<file path="src/rtl/pc_fetch_ctrl.sv">
// pc_fetch_ctrl
//   Dual-slot fetch PC controller. Generates the slot-0 and slot-1 fetch PCs
//   (slot 1 is always slot 0 + 4) and the fetch/flush qualifiers for the
//   front end.
//
//   State    | meaning
//   ---------+------------------------------------------------------------
//   IDLE (0) | first cycle out of reset, PC held, redirect ignored
//   RUN  (1) | fetching; redirect > halt > stall > advance
//   FLUSH(2) | bubble cycles after a redirect, younger stages squashed
//   HALT (3) | fetch stopped; only redirect or reset leaves
//
// Ports
//   clk          : clock, all state updates on rising edge
//   reset        : synchronous active-high reset
//   stall        : pipeline hazard hold request
//   issue_cnt    : instructions consumed this cycle (3 is treated as 2)
//   redirect     : branch/jump redirect request
//   redirect_pc  : redirect target (bits [1:0] ignored)
//   halt         : stop fetching
//   pc0, pc1     : registered slot-0 / slot-1 fetch PCs
//   pc_en        : combinational, high when the PCs change at the next edge
//   fetch_valid  : fetched pair is valid (state == RUN)
//   flush        : squash younger stages (state == FLUSH)
//   state        : debug view of the FSM state
module pc_fetch_ctrl #(
    parameter int               WIDTH        = 32,
    parameter logic [WIDTH-1:0] RESET_PC     = '0,
    parameter int               FLUSH_CYCLES = 2
) (
    input  logic             clk,
    input  logic             reset,
    input  logic             stall,
    input  logic [1:0]       issue_cnt,
    input  logic             redirect,
    input  logic [WIDTH-1:0] redirect_pc,
    input  logic             halt,
    output logic [WIDTH-1:0] pc0,
    output logic [WIDTH-1:0] pc1,
    output logic             pc_en,
    output logic             fetch_valid,
    output logic             flush,
    output logic [1:0]       state
);

    localparam logic [1:0] ST_IDLE  = 2'd0;
    localparam logic [1:0] ST_RUN   = 2'd1;
    localparam logic [1:0] ST_FLUSH = 2'd2;
    localparam logic [1:0] ST_HALT  = 2'd3;

    localparam logic [2:0] FLUSH_LOAD = 3'(FLUSH_CYCLES);

    logic [1:0]       state_q, state_d;
    logic [WIDTH-1:0] pc0_q, pc0_d;
    logic [WIDTH-1:0] pc1_q, pc1_d;
    logic [2:0]       fcnt_q, fcnt_d;
    logic             pc_en_c;

    logic [1:0]       issue_eff;
    logic [WIDTH-1:0] pc_step;
    logic [WIDTH-1:0] redir_al;

    // issue_cnt of 3 saturates to 2 (the pair width)
    assign issue_eff = (issue_cnt == 2'd3) ? 2'd2 : issue_cnt;
    assign pc_step   = WIDTH'({issue_eff, 2'b00});
    assign redir_al  = redirect_pc & ~WIDTH'(3);

    always_comb begin
        state_d = state_q;
        pc0_d   = pc0_q;
        fcnt_d  = fcnt_q;
        pc_en_c = 1'b0;

        case (state_q)
            ST_IDLE: begin
                state_d = halt ? ST_HALT : ST_RUN;
            end

            ST_RUN: begin
                if (redirect) begin
                    pc0_d   = redir_al;
                    fcnt_d  = FLUSH_LOAD;
                    state_d = ST_FLUSH;
                    pc_en_c = 1'b1;
                end else if (halt) begin
                    state_d = ST_HALT;
                end else if (!stall && issue_eff != 2'd0) begin
                    pc0_d   = pc0_q + pc_step;
                    pc_en_c = 1'b1;
                end
            end

            ST_FLUSH: begin
                if (redirect) begin
                    pc0_d   = redir_al;
                    fcnt_d  = FLUSH_LOAD;
                    pc_en_c = 1'b1;
                end else if (fcnt_q <= 3'd1) begin
                    // last bubble: counter has reached 1
                    fcnt_d  = 3'd0;
                    state_d = ST_RUN;
                end else begin
                    fcnt_d  = fcnt_q - 3'd1;
                end
            end

            ST_HALT: begin
                if (redirect) begin
                    pc0_d   = redir_al;
                    fcnt_d  = FLUSH_LOAD;
                    state_d = ST_FLUSH;
                    pc_en_c = 1'b1;
                end
            end

            default: begin
                state_d = ST_IDLE;
            end
        endcase
    end

    assign pc1_d = pc0_d + WIDTH'(4);

    always_ff @(posedge clk) begin
        if (reset) begin
            state_q <= ST_IDLE;
            pc0_q   <= RESET_PC;
            pc1_q   <= RESET_PC + WIDTH'(4);
            fcnt_q  <= 3'd0;
        end else begin
            state_q <= state_d;
            pc0_q   <= pc0_d;
            pc1_q   <= pc1_d;
            fcnt_q  <= fcnt_d;
        end
    end

    // reset overrides any redirect/advance, so no enable while it is held
    assign pc_en       = pc_en_c & ~reset;
    assign pc0         = pc0_q;
    assign pc1         = pc1_q;
    assign fetch_valid = (state_q == ST_RUN);
    assign flush       = (state_q == ST_FLUSH);
    assign state       = state_q;

endmodule

</file>
<file path="config.mk">
export PLATFORM = sky130hd
export DESIGN_NAME = pc_fetch_ctrl
export DESIGN_NICKNAME = d
export VERILOG_FILES = /design/src/rtl/pc_fetch_ctrl.sv
export SDC_FILE = /design/constraint.sdc
export NUM_CORES = 1
export LEC_CHECK = 0
export CAP_MARGIN = 20
export CORE_MARGIN = 2
export CORE_UTILIZATION = 30
export CTS_CLUSTER_DIAMETER = 50
export DETAILED_ROUTE_END_ITERATION = 16
export PLACE_DENSITY = 0.57
export SYNTH_ARGS = -nofsm -noshare
export SYNTH_HDL_FRONTEND = slang
export SYNTH_SLANG_ARGS = --single-unit
</file>
<file path="constraint.sdc">
create_clock -name clk -period 11.4 [get_ports clk]
set_input_delay 2.28 -clock clk [delete_from_list [all_inputs] [get_ports clk]]
set_output_delay 2.28 -clock clk [all_outputs]
set_load 0.02 [all_outputs]
</file>
==> impl_metrics.yaml, run 1 <==
outcome:
  status: "complete, no violations"
layout:
  fillers: 1468
  seqCellArea_um2: 1340
  drive_gt1_share_pct: 7.56
  final_cell_mix: "103 x clkdlybuf4s50_1, 88 x nor2_1, 67 x dfxtp_1"
  nNetsFinal: 689
  syn_to_final_growth_pct: 32.8
  final_common_cell: "clkdlybuf4s50_1"
  fin_util_pct: 40.2
  finalNonFillerCells: 832
  multi_input_area_um2: 2770
  antenna_cells: 0
floorplan:
  die_h_um: 124
  initial_core_util_pct: 30.3
  std_cell_rows: 44
  design.core.area_um2: 14400
  die_w_um: 124
  dieArea_um2: 15500
  io_pins: 108
sta:
  slew_viol_final: 0
  clock_skew_ns: 0.00795
  worst_slew_pin_slew_ns: 0.968
  period_minus_slack_ns: 6.54
  setup_tns_ns: 0
  fin_crit_sh_pct: 57.4
  hold_violations: 0
  setup_slack_ns: 4.86
  maxSlewHeadroom_pct: 34.7
  rsz0062_at_grt: "no"
  setup_viol: 0
  clock.fmax_mhz: 153
yosys:
  synth_ff_type: "dfxtp_1"
  netlist.area_leader.share_pct: 30.8
  synth_cell_types: 70
  synth_edf_count: 0
  synthCells: 563
  synth_area_per_cell_um2: 7.72
  ys_async_sr_fraction_pct: 0
  synth_area_um2: 4350
  synth_seq_cells: 67
  ys_seq_area_share_pct: 30.8
  ys_warn_count: 0
  syn-num-nets: 608
  yosysTopAreaCell: "dfxtp_1"
  ys_top_cells_by_area: "dfxtp_1 31%, nor2_1 7.6%, nand2_1 2.9%"
setup_path:
  critPathRequiredTime_ns: 11.67
  rr_worst_depth: 11
  crit_path_cell_trace: "clkdlybuf4s50_1 -> nor2b_1 -> ha_1 -> inv_1 -> fa_1 -> or2_2 -> or4_1 -> a31o_2 -> nor3_2 -> nand4bb_1 -> or3_1 -> or3_1 -> a21oi_1"
  cp-end-kind: "flip-flop"
  r2r_start: "pc0[2]"
  cp-start-kind: "primary input"
  worstSetupPathType: "in2reg"
  cp_data_arrival_time_ns: 6.81
  cp_common_cell: "or3_1"
  rr_endpoint: "pc1[30]"
  cp_max_fo: 12
  slowest_delay_ns: 0.52
  rrSetupSlack_ns: 7.04
  crit_slowest_cell: "clkdlybuf4s50_1"
clock_network:
  clock_sinks: 67
  clk_path_buf_depth: 2
  clk_latency_ns: 0.34
  cts_tree: "built"
  numCtsBuffers: 9
  cts_setup_buffers: 0
  clk_transition_reported_paths_ns: 0.05
  holdBufCountCts: 0
  htreeDepth: 3
  cts-root-buf: "clkbuf_16"
  cts-resized-gates: 0
placed_design:
  portBuffers: 105
  dp_cells: 817
  gp_congestion: 0.891
  pre_cts_ws_ns: 4.57
  detailed_place_hpwl_um: 10700
flow_run:
  drv_cap: 0
drt:
  wirelength_um: 15100
  wire_per_inst_um: 18.2
  drt-vias-per-instance: 5.56
  via_count: 4626
  drtAntennaViolNets: 0
  drtIter0Drc: 419
  drt_first_pass_iters: 5
  drc: 0
hold_path:
  hold_path.class: "reg2reg"
  min_path_cells: 1
global_routing:
  grt_max_degree: 68
  groute.usage.overall_pct: 19.1
  grt_pass1_vias: 4345
  overflow: 0
  antenna_found_initial: 0
  grt_pass1_wl_um: 23500
power:
  power_density_nw_per_um2: 132
  power_leakage_nw: 1.98
  p_total_w: 0.000765
  vdd_drop_max_mv: 0.0995
state kept, by name (all words and copies together), names as in the netlist, named ones only:
| register | flops |
|---|---|
| pc0 | 30 |
| pc1 | 30 |
| fcnt_q | 3 |
| state | 2 |
per-layer routing:
layer / global-route usage, % / vias up / routed length, um
met2: 30.2 / 197 / 6980
met4: 7.87 / 0 / 384
met3: 4.64 / 27 / 1180
li1: - / 2223 / -
met5: 0 / - / 0
met1: 24.9 / 2179 / 6600
stage by stage:
step,hold WS (ns),cell area (um^2)
after floorplan,0.478,4350
after global placement,0.479,5500
after detailed placement,0.483,5500
after CTS,0.491,5780
after global routing,0.515,5780
final,0.492,5780
critical path: cells and delay by family:
kind	cells	cell delay (ns)
buf+inv	2	0.58
simple gates	7	2.84
compound gates	2	0.42
fa+ha+maj	2	0.70
how the worst max path moves through the flow:
stage,end,slack (ns),from,cells after the start
floorplan,pc_en,5.44,redirect,5
global placement,pc1[30],4.62,issue_cnt[0],13
detailed placement,pc1[30],4.57,issue_cnt[0],13
CTS,pc1[30],4.90,issue_cnt[0],13
global route,pc1[30],4.66,issue_cnt[0],13
finish,pc1[30],4.86,issue_cnt[0],13
synth_stat cells (4+ instances only):
library cell   n
a31oi_1        9
nor2_1        88
nand3b_1       5
buf_2          9
o311ai_0       4
o21ai_0       17
xnor2_1       14
a21oi_1       22
dfxtp_1       67
o221ai_1       5
o211ai_1       6
ha_1           5
buf_1          5
nand3_1       16
nor4_1        16
mux2i_1       10
clkbuf_1      24
nand2b_1       7
nand4_1       14
xor2_1        13
nand2_1       34
o32ai_1        5
o22ai_1        6
or3_1          7
and3_1         9
inv_1         13
nor3b_1        4
nor3_1        21
nor2b_1       15
and4_1         5
a211oi_1       5
mux2_2         9
o21a_1         6
layout make-up:
class,instances,area share (%)
Clock buffer,13,4.68
Clock inverter,2,0.173
Inverter,15,0.975
Multi-Input combinational cell,438,47.9
Sequential cell,67,23.2
Tap cell,184,3.99
Timing Repair Buffer,113,19.1
report_power, final:
part / switching, W / total [W] / internal [W]
combinational: 0.000128 / 0.000228 / 0.0000997
sequential: 0.0000214 / 0.000278 / 0.000256
clock: 0.0000967 / 0.000259 / 0.000163
total: 0.000247 / 0.000765 / 0.000519
kinds of logic after synthesis:
family | count (synthesis) | share of synthesized area (%)
XOR/XNOR | 27 | 5.44
multiplexers | 19 | 4.63
adder cells (fa/ha/maj) | 6 | 1.90
AND/OR/NAND/NOR | 263 | 31.2
buffers and inverters | 58 | 5.52
flip-flops | 67 | 30.8
AO/OA/AOI/OAI | 123 | 20.5
No activity file was read; power rests on OpenSTA's default activity.
==> run 2: changes to the inputs <==
Clock period 11.4 ns to 6.2 ns, I/O delays scaled along.
==> impl_metrics.yaml, run 2 (same netlist as run 1, synthesis figures left out) <==
outcome:
  status: "complete, no violations"
setup_path:
  r2r_start: "pc0[2]"
  cp-start-kind: "primary input"
  crit_slowest_cell: "clkdlybuf4s50_1"
  critPathRequiredTime_ns: 6.47
  worstSetupPathType: "in2reg"
  cp-end-kind: "flip-flop"
  rr_worst_depth: 11
  rr_endpoint: "pc1[30]"
  cp_data_arrival_time_ns: 5.63
  cp_common_cell: "or3_1"
  slowest_delay_ns: 0.51
  crit_path_cell_trace: "clkdlybuf4s50_1 -> nor2b_1 -> ha_1 -> inv_1 -> fa_1 -> or3_1 -> nor4_1 -> mux2_2 -> or3_1 -> or3_1 -> or3_1 -> or3_1 -> a21oi_1"
  rrSetupSlack_ns: 2.00
  cp_max_fo: 8
layout:
  nNetsFinal: 692
  final_common_cell: "clkdlybuf4s50_1"
  fin_area_um2: 5780
  final_cell_mix: "103 x clkdlybuf4s50_1, 88 x nor2_1, 67 x dfxtp_1"
  syn_to_final_growth_pct: 32.9
  antenna_cells: 0
  finalNonFillerCells: 835
  drive_gt1_share_pct: 7.83
  fillers: 1474
power:
  power_density_nw_per_um2: 240
  vdd_drop_max_mv: 0.121
  power_leakage_nw: 1.99
sta:
  worst_slew_pin_slew_ns: 1.03
  fin_crit_sh_pct: 86.5
  clock.fmax_mhz: 186
  setup_viol: 0
  rsz0062_at_grt: "no"
  slew_viol_final: 0
  hold_violations: 0
  period_minus_slack_ns: 5.36
  setup_tns_ns: 0
  maxSlewHeadroom_pct: 30.2
  clock_skew_ns: 0.00687
  whs_ns: 0.494
global_routing:
  overflow: 0
  grt_pass1_vias: 4433
  antenna_found_initial: 0
  grt_max_degree: 68
  grt_pass1_wl_um: 24200
  groute.usage.overall_pct: 19.7
floorplan:
  design.core.area_um2: 14400
  std_cell_rows: 44
  dieArea_um2: 15500
  die_w_um: 124
  die_h_um: 124
  initial_core_util_pct: 30.3
  io_pins: 108
drt:
  wirelength_um: 15300
  drt-vias-per-instance: 5.50
  via_count: 4590
  drtAntennaViolNets: 0
  wire_per_inst_um: 18.3
  drt_first_pass_iters: 5
  drc: 0
  drtIter0Drc: 400
clock_network:
  htreeDepth: 3
  numCtsBuffers: 9
  cts-root-buf: "clkbuf_16"
  clk_latency_ns: 0.35
  clock_sinks: 67
  cts_tree: "built"
  clk_path_buf_depth: 2
  cts-resized-gates: 0
  clk_transition_reported_paths_ns: 0.05
  holdBufCountCts: 0
  cts_setup_buffers: 0
hold_path:
  min_path_cells: 1
  hold_path.class: "reg2reg"
placed_design:
  detailed_place_hpwl_um: 10900
  place_area_um2: 5520
  portBuffers: 105
  dp_cells: 820
  gp_congestion: 0.858
flow_run:
  drv_cap: 0
-- run 2: cell types whose count changed in the layout (fill, tap and decap cells not counted), sizes merged --
cell / change
buf: +3
clkinv: +1
clkbuf: -1
-- run 2: through the flow --
| stage | total power (W) | utilization (%) | worst slack [ns] |
|---|---|---|---|
| 2_1_floorplan | 0.000765 | - | 1.41 |
| 3_3_place_gp | 0.000932 | 38.4 | 0.590 |
| 3_5_place_dp | 0.000935 | 38.4 | 0.516 |
| 4_1_cts | 0.00140 | 40.2 | 0.844 |
| 5_1_grt | 0.00146 | 40.2 | 0.645 |
| 6_report | 0.00139 | 40.2 | 0.838 |
-- run 2: worst max-delay path by stage --
stage	slack [ns]	startpoint	to	cells after the start
after floorplan	1.41	issue_cnt[0]	pc1[30]	13
after global routing	0.64	issue_cnt[0]	pc1[30]	13
after global placement	0.59	issue_cnt[0]	pc1[30]	13
final	0.84	issue_cnt[0]	pc1[30]	13
after CTS	0.84	issue_cnt[0]	pc1[30]	13
after detailed placement	0.52	issue_cnt[0]	pc1[30]	13
-- run 2: final cells by class --
type / count / area (um^2) / area share, %
Multi-Input combinational cell: 438 / 2770 / 47.9
Sequential cell: 67 / 1340 / 23.2
Timing Repair Buffer: 116 / 1120 / 19.4
Clock buffer: 12 / 246 / 4.26
Tap cell: 184 / 230 / 3.98
Inverter: 15 / 56.3 / 0.974
Clock inverter: 3 / 15.0 / 0.260
-- run 2: worst max-delay path, delay by kind of cell --
family                   cells  cell delay [ns]
buffers and inverters        2             0.57
multiplexers                 1             0.41
AO/OA/AOI/OAI                1             0.14
adder cells (fa/ha/maj)      2             0.68
AND/OR/NAND/NOR              7             2.59
-- run 2: power by group --
group / total, W / switching, W / internal [W]
Clock: 0.000455 / 0.000179 / 0.000277
Combinational: 0.000421 / 0.000238 / 0.000183
Sequential: 0.000511 / 0.0000398 / 0.000472
-- run 2: routing by layer --
metal,up-vias,wire length [um],track usage [%],part of all wire (%)
li1,2236,-,-,-
met1,2187,7080,26.5,46
met2,144,7020,31.1,46
met3,23,881,3.95,5.8
met4,0,319,7.53,2.1
met5,-,0,0,0
